===== config.mk =====
export PLATFORM = sky130hd
export DESIGN_NAME = gcd_operand_feeder
export DESIGN_NICKNAME = d
export VERILOG_FILES = /design/src/rtl/gcd_operand_feeder.sv
export SDC_FILE = /design/constraint.sdc
export NUM_CORES = 1
export LEC_CHECK = 0
export ABC_AREA = 1
export BUFFER_PORTS_ARGS = -buffer_cell sky130_fd_sc_hd__buf_2
export CORE_MARGIN = 1
export CORE_UTILIZATION = 59
export DETAILED_ROUTE_END_ITERATION = 12
export PLACE_DENSITY = 0.83
export RECOVER_POWER = 25
export SYNTH_ARGS = -nofsm -noshare
export SYNTH_HDL_FRONTEND = slang
export SYNTH_SLANG_ARGS = --single-unit

===== constraint.sdc =====
create_clock -name clk -period 3.27 [get_ports clk]
set_input_delay 0.654 -clock clk [delete_from_list [all_inputs] [get_ports clk]]
set_output_delay 0.654 -clock clk [all_outputs]
set_load 0.02 [all_outputs]

===== src/rtl/gcd_operand_feeder.sv =====
// ---------------------------------------------------------------------------
// gcd_operand_feeder
//
// Upstream stage of the GCD engine. Operand pairs arriving on a valid/ready
// interface are queued in a small FIFO. One GCD job is launched at a time:
// `start` pulses for one cycle while `data_in` carries operand A, operand B
// follows on the next cycle, and the block then waits for the engine's
// `done`. A watchdog abandons jobs that never complete.
//
// Parameters
//   WIDTH    operand width, matches the engine data bus
//   DEPTH    FIFO depth in operand pairs (power of two, >= 2)
//   TIMEOUT  maximum cycles spent waiting for `done` (>= 4)
//
// Ports
//   clk         rising-edge clock shared with the engine
//   rst_n       asynchronous active-low reset
//   in_valid    operand pair offered
//   in_ready    FIFO can accept (combinational, !full)
//   in_a, in_b  operands A and B
//   start       one-cycle launch pulse to the engine controller
//   data_in     registered engine load bus (A, then B)
//   done        engine completion level
//   busy        a job is being loaded or awaited
//   timeout     one-cycle pulse when a job is abandoned
//   byp_valid   one-cycle pulse: zero-operand result resolved locally
//   byp_result  local result, valid with byp_valid
//   count       FIFO occupancy
//
// Optional feature
//   GCD_FEED_ZERO_FILTER_EN  when defined, pairs with a zero operand are
//   resolved here (result a|b) instead of being sent to the subtract-based
//   engine, which never converges on them. When undefined, every pair is
//   launched and byp_valid/byp_result are tied to zero.
// ---------------------------------------------------------------------------
module gcd_operand_feeder #(
  parameter int WIDTH   = 16,
  parameter int DEPTH   = 4,
  parameter int TIMEOUT = 1024
) (
  input  logic                       clk,
  input  logic                       rst_n,
  input  logic                       in_valid,
  output logic                       in_ready,
  input  logic [WIDTH-1:0]           in_a,
  input  logic [WIDTH-1:0]           in_b,
  output logic                       start,
  output logic [WIDTH-1:0]           data_in,
  input  logic                       done,
  output logic                       busy,
  output logic                       timeout,
  output logic                       byp_valid,
  output logic [WIDTH-1:0]           byp_result,
  output logic [$clog2(DEPTH+1)-1:0] count
);

  localparam int PW   = $clog2(DEPTH);
  localparam int CW   = $clog2(DEPTH + 1);
  localparam int WD_W = $clog2(TIMEOUT);

  localparam logic [WD_W-1:0] WD_LAST = WD_W'(TIMEOUT - 1);

  localparam logic [1:0] S_IDLE   = 2'd0;
  localparam logic [1:0] S_LOAD_A = 2'd1;
  localparam logic [1:0] S_LOAD_B = 2'd2;
  localparam logic [1:0] S_WAIT   = 2'd3;

  // FIFO storage and bookkeeping
  logic [2*WIDTH-1:0] mem [DEPTH];
  logic [PW-1:0]      wr_ptr;
  logic [PW-1:0]      rd_ptr;
  logic               full;
  logic               push;
  logic               pop;
  logic [WIDTH-1:0]   head_a;
  logic [WIDTH-1:0]   head_b;

  // Job control
  logic [1:0]         state;
  logic [WIDTH-1:0]   b_q;
  logic               armed;
  logic [WD_W-1:0]    wd_cnt;
  logic               zero_pair;
  logic               launch;

  assign full     = (count == CW'(DEPTH));
  assign in_ready = !full;
  // A full FIFO refuses a push even when the same edge pops an entry.
  assign push     = in_valid && !full;
  assign pop      = (state == S_IDLE) && (count != '0);
  assign {head_a, head_b} = mem[rd_ptr];

`ifdef GCD_FEED_ZERO_FILTER_EN
  assign zero_pair = (head_a == '0) || (head_b == '0);
`else
  assign zero_pair = 1'b0;
`endif

  assign launch = pop && !zero_pair;
  assign start  = (state == S_LOAD_A);
  assign busy   = (state != S_IDLE);

  // NOTE: the storage array has no reset; pointers and count alone decide
  // which entries are live, so clearing them empties the FIFO.
  always_ff @(posedge clk) begin
    if (push) mem[wr_ptr] <= {in_a, in_b};
  end

  // NOTE: all state registers use non-blocking assignments so every register
  // in the block samples the pre-edge values of the others.
  always_ff @(posedge clk or negedge rst_n) begin
    if (!rst_n) begin
      wr_ptr <= '0;
      rd_ptr <= '0;
      count  <= '0;
    end else begin
      // DEPTH is a power of two, so natural pointer overflow is the wrap.
      if (push) wr_ptr <= wr_ptr + PW'(1);
      if (pop)  rd_ptr <= rd_ptr + PW'(1);
      case ({push, pop})
        2'b10:   count <= count + CW'(1);
        2'b01:   count <= count - CW'(1);
        default: count <= count;
      endcase
    end
  end

  always_ff @(posedge clk or negedge rst_n) begin
    if (!rst_n) begin
      state   <= S_IDLE;
      data_in <= '0;
      b_q     <= '0;
      armed   <= 1'b0;
      wd_cnt  <= '0;
      timeout <= 1'b0;
    end else begin
      timeout <= 1'b0;
      case (state)
        S_IDLE: begin
          if (launch) begin
            state   <= S_LOAD_A;
            data_in <= head_a;
            b_q     <= head_b;
          end
        end
        S_LOAD_A: begin
          state   <= S_LOAD_B;
          data_in <= b_q;
        end
        S_LOAD_B: begin
          state  <= S_WAIT;
          armed  <= 1'b0;
          wd_cnt <= '0;
        end
        S_WAIT: begin
          // `done` only counts once it has been seen low in this job, so a
          // level left high by the previous job cannot complete this one.
          // Completion is tested first so it wins over an expiring watchdog.
          if (armed && done) begin
            state <= S_IDLE;
          end else if (wd_cnt == WD_LAST) begin
            state   <= S_IDLE;
            timeout <= 1'b1;
          end else begin
            wd_cnt <= wd_cnt + WD_W'(1);
            if (!done) armed <= 1'b1;
          end
        end
        default: state <= S_IDLE;
      endcase
    end
  end

`ifdef GCD_FEED_ZERO_FILTER_EN
  // gcd(x,0) = x and gcd(0,0) = 0, so the result is simply a|b.
  always_ff @(posedge clk or negedge rst_n) begin
    if (!rst_n) begin
      byp_valid  <= 1'b0;
      byp_result <= '0;
    end else begin
      byp_valid <= pop && zero_pair;
      if (pop && zero_pair) byp_result <= head_a | head_b;
    end
  end
`else
  assign byp_valid  = 1'b0;
  assign byp_result = '0;
`endif

endmodule


# == Word-level counts from Yosys, hierarchy flattened ==
# Memories as Yosys holds them, arrays and structs flattened.
# Cells that the tools add are included.
# totals
mem_count,1
wordCells,61
register_bits,53
ramBits,128
# mem_list
memory,depth,width,read_ports,rd_clocked_by_memory_dff,write_ports,line,text
mem,4,32,1,0,1,69,logic [2*WIDTH-1:0] mem [DEPTH];
# classes
n_eq_ne,12
n_addsub,5
n_mux,19
n_reduce_logical,15
# op_table
operator,count
$pmux 16 s2,1
$mux 10,2
$pmux 10 s2,1
$mux 16,1
$add 10x1->10 const B,1
$eq 10x10->1 const B,1
$mux 1,8
$ne 2x2->1 const B,4
$pmux 2 s4,1
$reduce_bool 2->1,4
$eq 2x2->1 const B,3
$mux 2,3
$pmux 3 s2,1
$reduce_and 2->1,3
$add 2x1->2 const B,2
$eq 2x1->1 const B,2
$reduce_and 4->1,1
$add 3x1->3 const B,1
$eq 3x3->1 const B,1
$logic_and 1x1->1,3
$ne 3x3->1 const B,1
$reduce_and 3->1,1
$reduce_bool 3->1,1
$sub 3x1->3 const B,1
3 further kinds,3

# == Longest topological paths before layout ==
# Gate-level depths: netlist of run 1.
# logic_depth
depth_word,5
ltp_mapped,11

# == Worst setup path after synthesis of run 1 ==
# OpenSTA, ideal clock, no wires.
# synth_timing
path_type,reg-to-reg
startpoint,register count[0]
endpoint,memory mem[0][0] in the netlist's numbering (enable)
arrival_time_ns,2.410
slack_ns,0.439
path_buffers,0
stages_incl_launch_ff,5
t_required_ns,2.849
setup_ns,0.421
cell_sequence,dfrtp_1 -> inv_2 -> nand3_1 -> nand2_1 -> nor2_1
# synth_between
elab_chain_len,5
# synth_rtl
item,line,text
from (decl),54,output logic [$clog2(DEPTH+1)-1:0] count
from (signal assigned),121,2'b10: count <= count + CW'(1);
from (signal assigned),122,2'b01: count <= count - CW'(1);
from (signal assigned),123,default: count <= count;
$eq 3x3->1,86,assign full = (count == CW'(DEPTH));
$logic_not 1->1,-,
net in_ready,44,"output logic in_ready,"
$logic_and 1x1->1,89,assign push = in_valid && !full;
$mux 1,106,"if (push) mem[wr_ptr] <= {in_a, in_b};"
$mux 1 (implied by the code),106,
to (decl),69,
# The timed path passes the listed nets, and every way through them passes these cells.

# == Worst setup path in the final report of run 1 ==
# layout_timing
startpoint,register state[1]
endpoint,register data_in[5]
# layout_between
elab_chain_len,4
elab_cells_between_ends,7
cone_classes,eq/ne: 2; mux: 1; reduce/logical: 4
# layout_rtl
item,line,text
from (decl),79,logic [1:0] state;
from (signal assigned),130,state <= S_IDLE;
from (signal assigned),141,state <= S_LOAD_A;
from (signal assigned),147,state <= S_LOAD_B;
$logic_not 2->1,"90, 138",
$logic_and 1x1->1,90,assign pop = (state == S_IDLE) && (count != '0);
$ne 2x2->1 (no source line),-,
$reduce_and 2->1 (no source line),-,
to (signal assigned),148,data_in <= b_q;
to (decl),48,"output logic [WIDTH-1:0] data_in,"
# Several ways; a longest one is shown, not always the timed one.
# A chain may end at the register's enable or synchronous reset.

==> metrics.yaml, run 1 <==
logic_synthesis:
  ys_ff_latch: 181
  ys_warn_count: 0
  synth_compound_area_share_pct: 9.28
  postSynthCellCount: 657
  synth_top_family_by_area: "simple AND/OR/NAND/NOR gates"
  avgSynthCellArea_um2: 11.4
  synthSimpleGateAreaFrac_pct: 13.3
  synthTopCellsByArea: "edfxtp_1 (51%), dfrtp_1 (18%), nor2_1 (5.7%)"
  netlist_area_um2: 7500
  muxShareOfSynthArea_pct: 0
  yosysTopAreaCell: "edfxtp_1"
  synthXorXnorAreaFrac_pct: 0.467
  synth_top_area_share_pct: 51.3
  yosysSeqAreaShare_pct: 68.9
  synthAdderAreaFrac_pct: 2.10
  yosysUniqueCellTypes: 29
sta:
  rsz0062_at_grt: "false"
  finalSetupViolCount: 0
  fin_crit_ns: 2.17
  finalCritPeriodShare_pct: 66.4
  fmax_mhz: 460
  final-hold-violation-count: 0
  fin_skew_ns: 0.0123
  slew_viol_final: 0
  finalSetupTns_ns: 0
  slew_headroom_pct: 25.3
  worst_pin_slew_ns: 1.12
floorplanning:
  die_w_um: 115
  start_util_pct: 61.4
  core.rowCount: 40
  core-area_um2: 12200
  dieArea_um2: 13200
  io_pins: 76
  fp.dieH_um: 115
final_layout:
  nFillCells: 812
  synthToLayoutAreaGrowth_pct: 12.1
  fin_area_um2: 8410
  drive_gt1_share_pct: 13.4
  nets: 760
  mostFrequentLayoutCell: "edfxtp_1"
  stdcell_count: 893
  final_cell_mix: "edfxtp_1 (128), nor2_1 (109), nand2_1 (71), dfrtp_1 (52), a21oi_1 (51)"
  diodes: 0
clocking:
  cts_buffers: 17
  cts_resized: 0
  post_cts_buffers: 0
  clk_pin_slew_ns: 0.07
  clock_path_buffers: 2
  cts_max_level: 4
  clock_latency_ns: 0.43
  cts-root-buf: "clkbuf_16"
  cts_num_sinks: 181
  ctsHoldBuffers: 0
  cts_tree: "yes"
critical_path:
  worstSetupPathType: "flop to flop"
  arrival_ns: 2.47
  crit_required_ns: 3.57
  timing.rr.end: "data_in[5]"
  rr_worst_depth: 9
  worstSetupEndpointType: "flop"
  critPathLaunchType: "flop"
  r2r_slack_ns: 1.10
  cp_max_fo: 17
  timing.rr.start: "state[1]"
routing:
  wl_met1_um: 6360
  vias: 5174
  drtIter0Drc: 572
  dr_wl_met3_um: 1380
  wl_met2_um: 8480
  post_drt_wl_per_cell_um: 18.9
  ant_nets: 0
  drt_wl_total_um: 16900
  drc_errors: 0
  topRoutingLayerUsed: "met4"
  vias_per_cell: 5.79
  first_pass_iters: 6
power_and_ir_drop:
  p_per_area_nw_per_um2: 1000
  vdd_drop_max_mv: 0.490
  p_leak_nw: 3.25
placement:
  dp.cells: 861
  place.detailed.hpwl_um: 9300
  io_buffer_count: 58
  placed_area_um2: 7860
  place.gp.congestion: 0.770
flow_run:
  max_cap_viol_count: 0
global_routing:
  grt_max_degree: 56
  overflow: 0
  grt_pass1_wl_um: 25800
  antenna_found_initial: 0
  grt_pass1_vias: 4940
  track_usage_pct: 27.2
run_status:
  status: "completed"
min_path:
  hold_class: "primary input to asynchronous set/reset pin"
-- logic make-up (layout without fill, tap and decap cells) --
| kind of cell | Yosys count | in the layout |
|---|---|---|
| compound gates | 130 | 130 |
| xor+xnor | 4 | 4 |
| fa+ha+maj | 12 | 12 |
| buf+inv | 90 | 142 |
| flops | 181 | 181 |
| other cells | 1 | 17 |
| simple gates | 239 | 239 |
-- cell type report --
class	count	area [um2]	share of cell area [%]
Clock buffer	19	443	5.27
Clock inverter	13	134	1.59
Inverter	43	164	1.95
Multi-Input combinational cell	402	1960	23.3
Sequential cell	181	5170	61.5
Tap cell	168	210	2.50
Timing Repair Buffer	67	325	3.87
-- how the worst max path moves through the flow --
stage | start | endpoint | slack (ns) | cells after the start
6_report | state[1] | data_in[5] | 1.10 | 9
5_1_grt | state[1] | data_in[5] | 0.98 | 9
4_1_cts | state[1] | data_in[5] | 1.14 | 9
3_5_place_dp | in_valid | count[2] | 1.04 | 8
3_3_place_gp | in_valid | count[2] | 1.08 | 8
2_1_floorplan | count[0] | mem[0][0] | 0.44 | 4
-- worst max-delay path, cell delays in order (launching register included) --
cell and delay [ns]:
dfrtp_1 0.40, inv_1 0.10, ha_1 0.21, buf_4 0.21, inv_4 0.20, nand2_1 0.09
nand2_2 0.28, inv_2 0.22, nor2_1 0.23, a21oi_1 0.09
-- flip-flops by register name (all words and copies together), names as in the netlist --
| signal | flops |
|---|---|
| armed | 1 |
| b_q | 16 |
| rd_ptr | 2 |
| state | 2 |
| wd_cnt | 10 |
| count | 3 |
| timeout | 1 |
| mem | 128 |
| wr_ptr | 2 |
| data_in | 16 |
-- routing by layer --
metal	track usage, %	vias to the layer above
li1	-	2325
met4	13.9	0
met1	34.0	2478
met5	0	-
met2	45.2	308
met3	6.06	63
-- through the flow --
stage	util (%)	setup slack (ns)	power [mW]	hold WS (ns)
finish	68.9	1.10	8.41	0.435
global route	68.9	0.984	8.84	0.456
CTS	69.1	1.14	8.38	0.422
detailed placement	64.4	1.04	6.33	0.496
global placement	64.4	1.08	6.15	0.479
floorplan	-	0.439	5.49	0.358
-- cell usage after synthesis, drive strengths merged --
master,count
a21oi,53
a31oi,16
buf,37
clkbuf,10
conb,1
dfrtp,53
edfxtp,128
fa,1
ha,11
inv,43
nand2,76
nand3,45
nand3b,1
nand4,1
nor2,115
nor3b,1
o21ai,60
o21bai,1
xnor2,1
xor2,3
-- where the power goes --
part,switching (mW),internal [mW]
clock network,0.935,1.04
logic,2.12,0.862
registers,0.344,3.11
(Power assumes the default switching activity.)
==> run 2, diff against run 1 <==
--- a/config.mk
+++ b/config.mk
@@ -5,12 +5,12 @@
 export SDC_FILE = /design/constraint.sdc
 export NUM_CORES = 1
 export LEC_CHECK = 0
-export ABC_AREA = 1
+export ABC_AREA = 0
 export BUFFER_PORTS_ARGS = -buffer_cell sky130_fd_sc_hd__buf_2
 export CORE_MARGIN = 1
-export CORE_UTILIZATION = 59
+export CORE_UTILIZATION = 53
 export DETAILED_ROUTE_END_ITERATION = 12
-export PLACE_DENSITY = 0.83
+export PLACE_DENSITY = 0.79
 export RECOVER_POWER = 25
 export SYNTH_ARGS = -nofsm -noshare
 export SYNTH_HDL_FRONTEND = slang
==> constraint.sdc (replaced) <==
create_clock -name clk -period 1.77 [get_ports clk]
set_input_delay 0.354 -clock clk [delete_from_list [all_inputs] [get_ports clk]]
set_output_delay 0.354 -clock clk [all_outputs]
set_load 0.02 [all_outputs]
==> metrics.yaml, run 2 <==
final_layout:
  diodes: 0  # unchanged
  stdcell_count: 691  # -23%
  reg.largest.list: "mem x128, b_q x16, data_in x16"
  largest_reg_flops: 128  # unchanged
  mostFrequentLayoutCell: "edfxtp_1"
  utilization_pct: 65.3  # -3.6 points
  nets: 550  # -28%
  fin_area_um2: 8710  # +3.6%
  final_cell_mix: "edfxtp_1 (128), dfrtp_1 (49), mux4_2 (32), clkbuf_1 (30), buf_2 (30)"
  top_register: "mem"
  drive_gt1_share_pct: 34.6  # +21 points
  synthToLayoutAreaGrowth_pct: 19.1
placement:
  place.gp.congestion: 0.784  # +1.9%
  place.detailed.hpwl_um: 7980  # -14%
  dp.cells: 647  # -25%
  placed_area_um2: 8020  # +2.0%
  io_buffer_count: 58  # unchanged
floorplanning:
  dieArea_um2: 14300  # +8.4%
  die_w_um: 119  # +4.1%
  fp.dieH_um: 119  # +4.1%
  core.rowCount: 42  # +5.0%
  io_pins: 76  # unchanged
  core-area_um2: 13300  # +9.3%
  start_util_pct: 54.8  # -6.6 points
logic_synthesis:
  avgSynthCellArea_um2: 18.0  # +58%
  synth_compound_area_share_pct: 3.08  # -6.2 points
  synthTopCellsByArea: "edfxtp_1 (53%), dfrtp_1 (18%), mux4_2 (9.9%)"
  synth_ff_type: "edfxtp_1"
  netlist_area_um2: 7310  # -2.5%
  synthSimpleGateAreaFrac_pct: 3.92  # -9.4 points
  postSynthCellCount: 406  # -38%
  yosysSeqAreaShare_pct: 70.7  # +1.8 points
  synth_top_family_by_area: "multiplexers"
  ys_ff_latch: 181  # unchanged
  yosysMostFrequentCell: "edfxtp_1"
  synthXorXnorAreaFrac_pct: 0.838  # +0.37 points
  synth_common_cells: "edfxtp_1 (128), dfrtp_1 (53), mux4_2 (32)"
  yosysUniqueCellTypes: 43  # +48%
  synth_top_area_share_pct: 52.6  # +1.3 points
  muxShareOfSynthArea_pct: 15.6  # +16 points
  synthAdderAreaFrac_pct: 2.16  # +0.054 points
  synth-edff-count: 128  # unchanged
  ys_warn_count: 0  # unchanged
  synth-async-reset-ratio_pct: 29.3  # unchanged
  yosysTopAreaCell: "edfxtp_1"
critical_path:
  endpoint: "count[2]"
  cp.depth: 10  # +1
  r2r_slack_ns: -0.01  # -1.11 ns
  timing.rr.start: "count[0]"
  cp_max_fo: 4  # -13
  cp_common_cell: "inv_2"
  cp_top_family: "adder cells"
  worstSetupEndpointType: "flop"
  cp_num_buf_inv: 3  # -1
  worstSetupPathType: "flop to flop"
  crit_slowest_cell: "dfrtp_2"
  crit_required_ns: 2.11  # -1.46 ns
  timing.rr.end: "count[2]"
  slowest_delay_ns: 0.45  # +0.05 ns
  crit_start: "count[0]"
  critPathLaunchType: "flop"
  rr_worst_depth: 10  # +1
  arrival_ns: 2.13  # -0.34 ns
  crit_path_cell_trace: "inv_2 > nand3_4 > and2_4 > inv_2 > ha_4 > inv_2 > fa_2 > xor2_1 > nor2_1 > xor2_1"
min_path:
  hold_class: "primary input to flop"
  holdCritStartpoint: "in_b[7]"
routing:
  drtIter0Drc: 238  # -58%
  first_pass_iters: 4  # -2
  vias_per_cell: 5.51  # -4.8%
  drt_wl_total_um: 13300  # -21%
  ant_nets: 0  # unchanged
  drc_errors: 0  # unchanged
  post_drt_wl_per_cell_um: 19.2  # +1.5%
  vias: 3810  # -26%
sta:
  fin_crit_ns: 1.78  # -0.389 ns
  finalCritPeriodShare_pct: 101  # +34 points
  finalWorstSetupSlack_ns: -0.0135  # -1.11 ns
  slew_viol_final: 0  # unchanged
  finalSetupViolCount: 1  # +1
  rsz0062_at_grt: "true"
  fin_skew_ns: 0.00576  # -0.00650 ns
  final-hold-violation-count: 0  # unchanged
  finalSetupTns_ns: -0.0135  # -0.0135 ns
  fmax_mhz: 561  # +22%
flow_run:
  max_cap_viol_count: 0  # unchanged
global_routing:
  grt_max_degree: 54  # -3.6%
  antenna_found_initial: 0  # unchanged
  grt_pass1_vias: 3956  # -20%
  track_usage_pct: 20.6  # -6.6 points
  overflow: 0  # unchanged
  grt_pass1_wl_um: 21200  # -18%
clocking:
  clk_pin_slew_ns: 0.06  # about the same
  cts_num_sinks: 181  # unchanged
  cts_tree: "yes"
  cts_buffers: 17  # unchanged
  cts-root-buf: "clkbuf_16"
  clock_path_buffers: 2  # unchanged
  clock_latency_ns: 0.42  # about the same
  cts_max_level: 4  # unchanged
power_and_ir_drop:
  p_leak_nw: 3.21  # -1.3%
  p_per_area_nw_per_um2: 1780  # +78%
  vdd_drop_max_mv: 0.868  # +77%
run_status:
  status: "finished with violations"
  violations: "negative setup slack"
-- run 2: changes by cell type in the layout (fill, tap and decap cells not counted), sizes merged, moves of 23 or more --
| cell | previous run | this run |
|---|---|---|
| inv | 50 | 13 |
| buf | 41 | 64 |
| a21oi | 53 | 17 |
| mux4 | 0 | 32 |
| nand3 | 45 | 7 |
| nor2 | 115 | 20 |
| nand2 | 76 | 11 |
| o21ai | 60 | 6 |
-- run 2: kinds of logic (layout without fill, tap and decap cells) --
family                   Yosys count  in the layout
AO/OA/AOI/OAI                     35             35
XOR/XNOR                           7              7
adder cells (fa/ha/maj)           12             12
buffers and inverters             44            137
flip-flops                       181            181
multiplexers                      71             71
other                              1             17
AND/OR/NAND/NOR                   55             55
-- run 2: repair_timing --
action | CTS | global route
hold buffers | 1 | 0
cloned | 0 | 0
hold endpoints to repair | 53 | 0
setup endpoints to repair | 2 | 7
gates resized for setup | 3 | 10
buffers inserted | 4 | 7
pin swaps | 2 | 2
-- run 2: worst reg2reg max path: stages, from the launching register on --
cell     delay, ns
dfrtp_2       0.45
inv_2         0.09
nand3_4       0.06
and2_4        0.14
inv_2         0.06
ha_4          0.13
inv_2         0.04
fa_2          0.34
xor2_1        0.16
nor2_1        0.11
xor2_1        0.14
-- run 2: metrics by stage --
stage / setup WS (ns) / total power [mW] / hold slack, ns
detailed placement: -0.133 / 11.8 / 0.381
global route: -0.0814 / 16.4 / 0.144
finish: -0.0135 / 15.5 / 0.159
global placement: 0.0228 / 11.6 / 0.382
CTS: -0.0325 / 15.6 / 0.127
floorplan: -0.133 / 10.1 / 0.0584
-- run 2: final cells by class --
type	instances	area [um2]
flip-flops and latches	181	5170
fillers	911	4640
multi-input cells	197	2040
repair buffers	92	649
clock buffers	22	464
well taps	176	220
clock inverters	10	108
inverters	13	56.3
-- run 2: layer usage --
metal  track usage [%]  vias up  part of all wire [%]
met2              35.2      104                    52
met1              25.4     1967                    42
met3              5.36       15                   4.0
met4              7.27        0                   1.5
li1                  -     1724                     -
met5                 0        -                     0
-- run 2: power by group --
part           switching, mW  internal (mW)
Clock                   1.46           2.14
Combinational           2.90           2.75
Sequential             0.527           5.78
-- run 2: worst min-delay path by stage --
stage | to | cells after the start | slack, ns
2_1_floorplan | armed | 0 | 0.06
3_3_place_gp | data_in[8] | 2 | 0.38
3_5_place_dp | timeout | 2 | 0.38
4_1_cts | mem[0][1] | 1 | 0.13
5_1_grt | mem[2][20] | 1 | 0.14
6_report | mem[2][7] | 1 | 0.16
==> run 3, diff against run 2 <==
--- a/config.mk
+++ b/config.mk
@@ -8,9 +8,9 @@
 export ABC_AREA = 0
 export BUFFER_PORTS_ARGS = -buffer_cell sky130_fd_sc_hd__buf_2
 export CORE_MARGIN = 1
-export CORE_UTILIZATION = 53
+export CORE_UTILIZATION = 58
 export DETAILED_ROUTE_END_ITERATION = 12
-export PLACE_DENSITY = 0.79
+export PLACE_DENSITY = 0.82
 export RECOVER_POWER = 25
 export SYNTH_ARGS = -nofsm -noshare
 export SYNTH_HDL_FRONTEND = slang
==> constraint.sdc (replaced) <==
create_clock -name clk -period 1.7 [get_ports clk]
set_input_delay 0.34 -clock clk [delete_from_list [all_inputs] [get_ports clk]]
set_output_delay 0.34 -clock clk [all_outputs]
set_load 0.02 [all_outputs]
==> metrics.yaml, run 3 (same netlist as run 2, synthesis figures left out) <==
routing:
  ant_nets: 0  # unchanged
  wl_met1_um: 5710  # +2.3%
  post_drt_wl_per_cell_um: 20.9  # +9.0%
  wl_met2_um: 7870  # +13%
  first_pass_iters: 5  # +1
  drtIter0Drc: 281  # +18%
  drt_wl_total_um: 14600  # +9.7%
  dr_wl_met3_um: 735  # +38%
  vias_per_cell: 5.68  # +3.1%
  vias: 3955  # +3.8%
  drc_errors: 0  # unchanged
  topRoutingLayerUsed: "met4"
clocking:
  clk_pin_slew_ns: 0.06  # about the same
  clock_latency_ns: 0.43  # about the same
  cts_tree: "yes"
  clock_path_buffers: 2  # unchanged
  cts_buffers: 17  # unchanged
  cts_max_level: 4  # unchanged
  cts-root-buf: "clkbuf_16"
  cts_num_sinks: 181  # unchanged
critical_path:
  arrival_ns: 2.08  # -0.05 ns
  rr_worst_depth: 10  # unchanged
  timing.rr.end: "count[2]"
  critPathLaunchType: "flop"
  cp_max_fo: 2  # -2
  cp_num_buf_inv: 3  # unchanged
  timing.rr.start: "state[0]"
  crit_path_cell_trace: "inv_2 > ha_4 > nand2b_4 > inv_6 > ha_4 > inv_2 > fa_2 > xor2_1 > nor2_1 > xor2_1"
  r2r_slack_ns: -0.08  # -0.06 ns
  worstSetupPathType: "flop to flop"
  cp_top_family: "adder cells"
  cp.depth: 10  # unchanged
  worstSetupEndpointType: "flop"
  crit_required_ns: 2.01  # -0.10 ns
  crit_slowest_cell: "dfrtp_1"
  slowest_delay_ns: 0.40  # -0.05 ns
floorplanning:
  io_pins: 76  # unchanged
  dieArea_um2: 13100  # -8.5%
  die_w_um: 114  # -4.3%
  fp.dieH_um: 114  # -4.3%
  core-area_um2: 12200  # -8.9%
  start_util_pct: 60.1  # +5.3 points
  core.rowCount: 40  # -4.8%
final_layout:
  synthToLayoutAreaGrowth_pct: 22.1
  drive_gt1_share_pct: 38.3  # +3.7 points
  largest_reg_flops: 128  # unchanged
  top_register: "mem"
  utilization_pct: 73.4  # +8.2 points
  nFillCells: 709  # -22%
  diodes: 0  # unchanged
  stdcell_count: 696  # +0.72%
  mostFrequentLayoutCell: "edfxtp_1"
  nets: 563  # +2.4%
  reg.largest.list: "mem x128, b_q x16, data_in x16"
  final_cell_mix: "edfxtp_1 (128), dfrtp_1 (49), buf_4 (33), mux4_2 (32), buf_2 (29)"
power_and_ir_drop:
  p_leak_nw: 3.34  # +4.1%
  p_per_area_nw_per_um2: 1890  # +5.6%
  vdd_drop_max_mv: 1.23  # +42%
placement:
  io_buffer_count: 58  # unchanged
  place.gp.congestion: 0.857  # +9.3%
  place.detailed.hpwl_um: 8370  # +5.0%
  dp.cells: 653  # +0.93%
sta:
  finalCritPeriodShare_pct: 104  # +3.7 points
  slew_headroom_pct: 60.7
  slew_viol_final: 0  # unchanged
  worst_pin_slew_ns: 0.590
  fin_skew_ns: 0.0100  # +0.00427 ns
  finalSetupViolCount: 3  # +2
  fin_crit_ns: 1.78  # -0.00819 ns
  rsz0062_at_grt: "true"
  final-hold-violation-count: 0  # unchanged
  finalWorstSetupSlack_ns: -0.0754  # -0.0618 ns
  fmax_mhz: 563  # +0.46%
global_routing:
  antenna_found_initial: 0  # unchanged
  track_usage_pct: 24.1  # +3.5 points
  grt_pass1_vias: 4222  # +6.7%
  grt_max_degree: 33  # -39%
  overflow: 0  # unchanged
  grt_pass1_wl_um: 22300  # +5.2%
min_path:
  hold_class: "primary input to flop"
  worstHoldPathCells: 1  # unchanged
  holdCritStartpoint: "in_b[10]"
  whs_endpoint: "mem[2][10]"
run_status:
  violations: "negative setup slack"
  status: "finished with violations"
flow_run:
  max_cap_viol_count: 0  # unchanged
==> run 3: changes by cell type in the layout (fill, tap and decap cells not counted), moves of 2 or more <==
cell / change
clkinvlp_4: -3
inv_6: +4
clkinv_4: +4
ha_2: -2
inv_2: +2
ha_4: +3
buf_4: +11
clkinv_2: -4
clkbuf_1: -4
buf_6: +4
==> run 3: per-layer routing <==
| metal | global-route usage, % | vias to the layer above |
|---|---|---|
| met3 | 7.52 | 26 |
| met4 | 8.83 | 0 |
| met1 | 29.2 | 2049 |
| li1 | - | 1748 |
| met5 | 0 | - |
| met2 | 41.0 | 132 |
==> run 3: where the power goes <==
part | internal, mW | switching [mW] | leakage (nW)
Clock | 2.29 | 1.70 | 0.304
Combinational | 3.07 | 3.17 | 1.23
Sequential | 6.01 | 0.595 | 1.80
==> run 3: repair_timing <==
| item | in CTS | in global routing |
|---|---|---|
| endpoints found under the setup margin | 7 | 10 |
| buffers inserted | 3 | 8 |
| gates resized for setup | 11 | 19 |
| hold buffers | 1 | 0 |
| pin swaps | 4 | 8 |
| endpoints found under the hold margin | 20 | 0 |
| gates cloned | 0 | 0 |
==> run 3: metrics by stage <==
stage | area (um2) | TNS [ns] | setup WS (ns) | hold slack, ns | power (mW)
2_1_floorplan | 7450 | -0.480 | -0.203 | 0.0444 | 10.5
3_3_place_gp | 8120 | -0.0239 | -0.0239 | 0.360 | 12.2
3_5_place_dp | 8120 | -0.263 | -0.0732 | 0.372 | 12.5
4_1_cts | 8820 | -0.0648 | -0.0648 | 0.0952 | 16.7
5_1_grt | 8930 | -0.478 | -0.137 | 0.118 | 17.6
6_report | 8930 | -0.116 | -0.0754 | 0.129 | 16.8
==> run 3: worst register-to-register path: cells and delay by family (launching register included) <==
family | cells | cell delay, ns
fa+ha+maj | 3 | 0.60
flops | 1 | 0.40
xor+xnor | 2 | 0.31
buf+inv | 3 | 0.18
simple gates | 2 | 0.14
==> run 3: cell type report <==
cell class                 count  area [um2]  area share, %
inverter                      13        53.8          0.602
timing repair buffer         105         768           8.60
clock buffer                  19         453           5.07
clock inverter                13         163           1.82
tap                          168         210           2.35
sequential                   181        5170           57.9
multi-input combinational    197        2110           23.6
==> run 3: how the worst max path moves through the flow <==
stage	startpoint	endpoint	slack, ns
after global routing	count[0]	count[2]	-0.14
after detailed placement	state[0]	wd_cnt[9]	-0.07
after global placement	count[0]	count[2]	-0.02
after floorplan	state[1]	count[2]	-0.20
final	state[0]	count[2]	-0.08
after CTS	count[0]	count[2]	-0.06
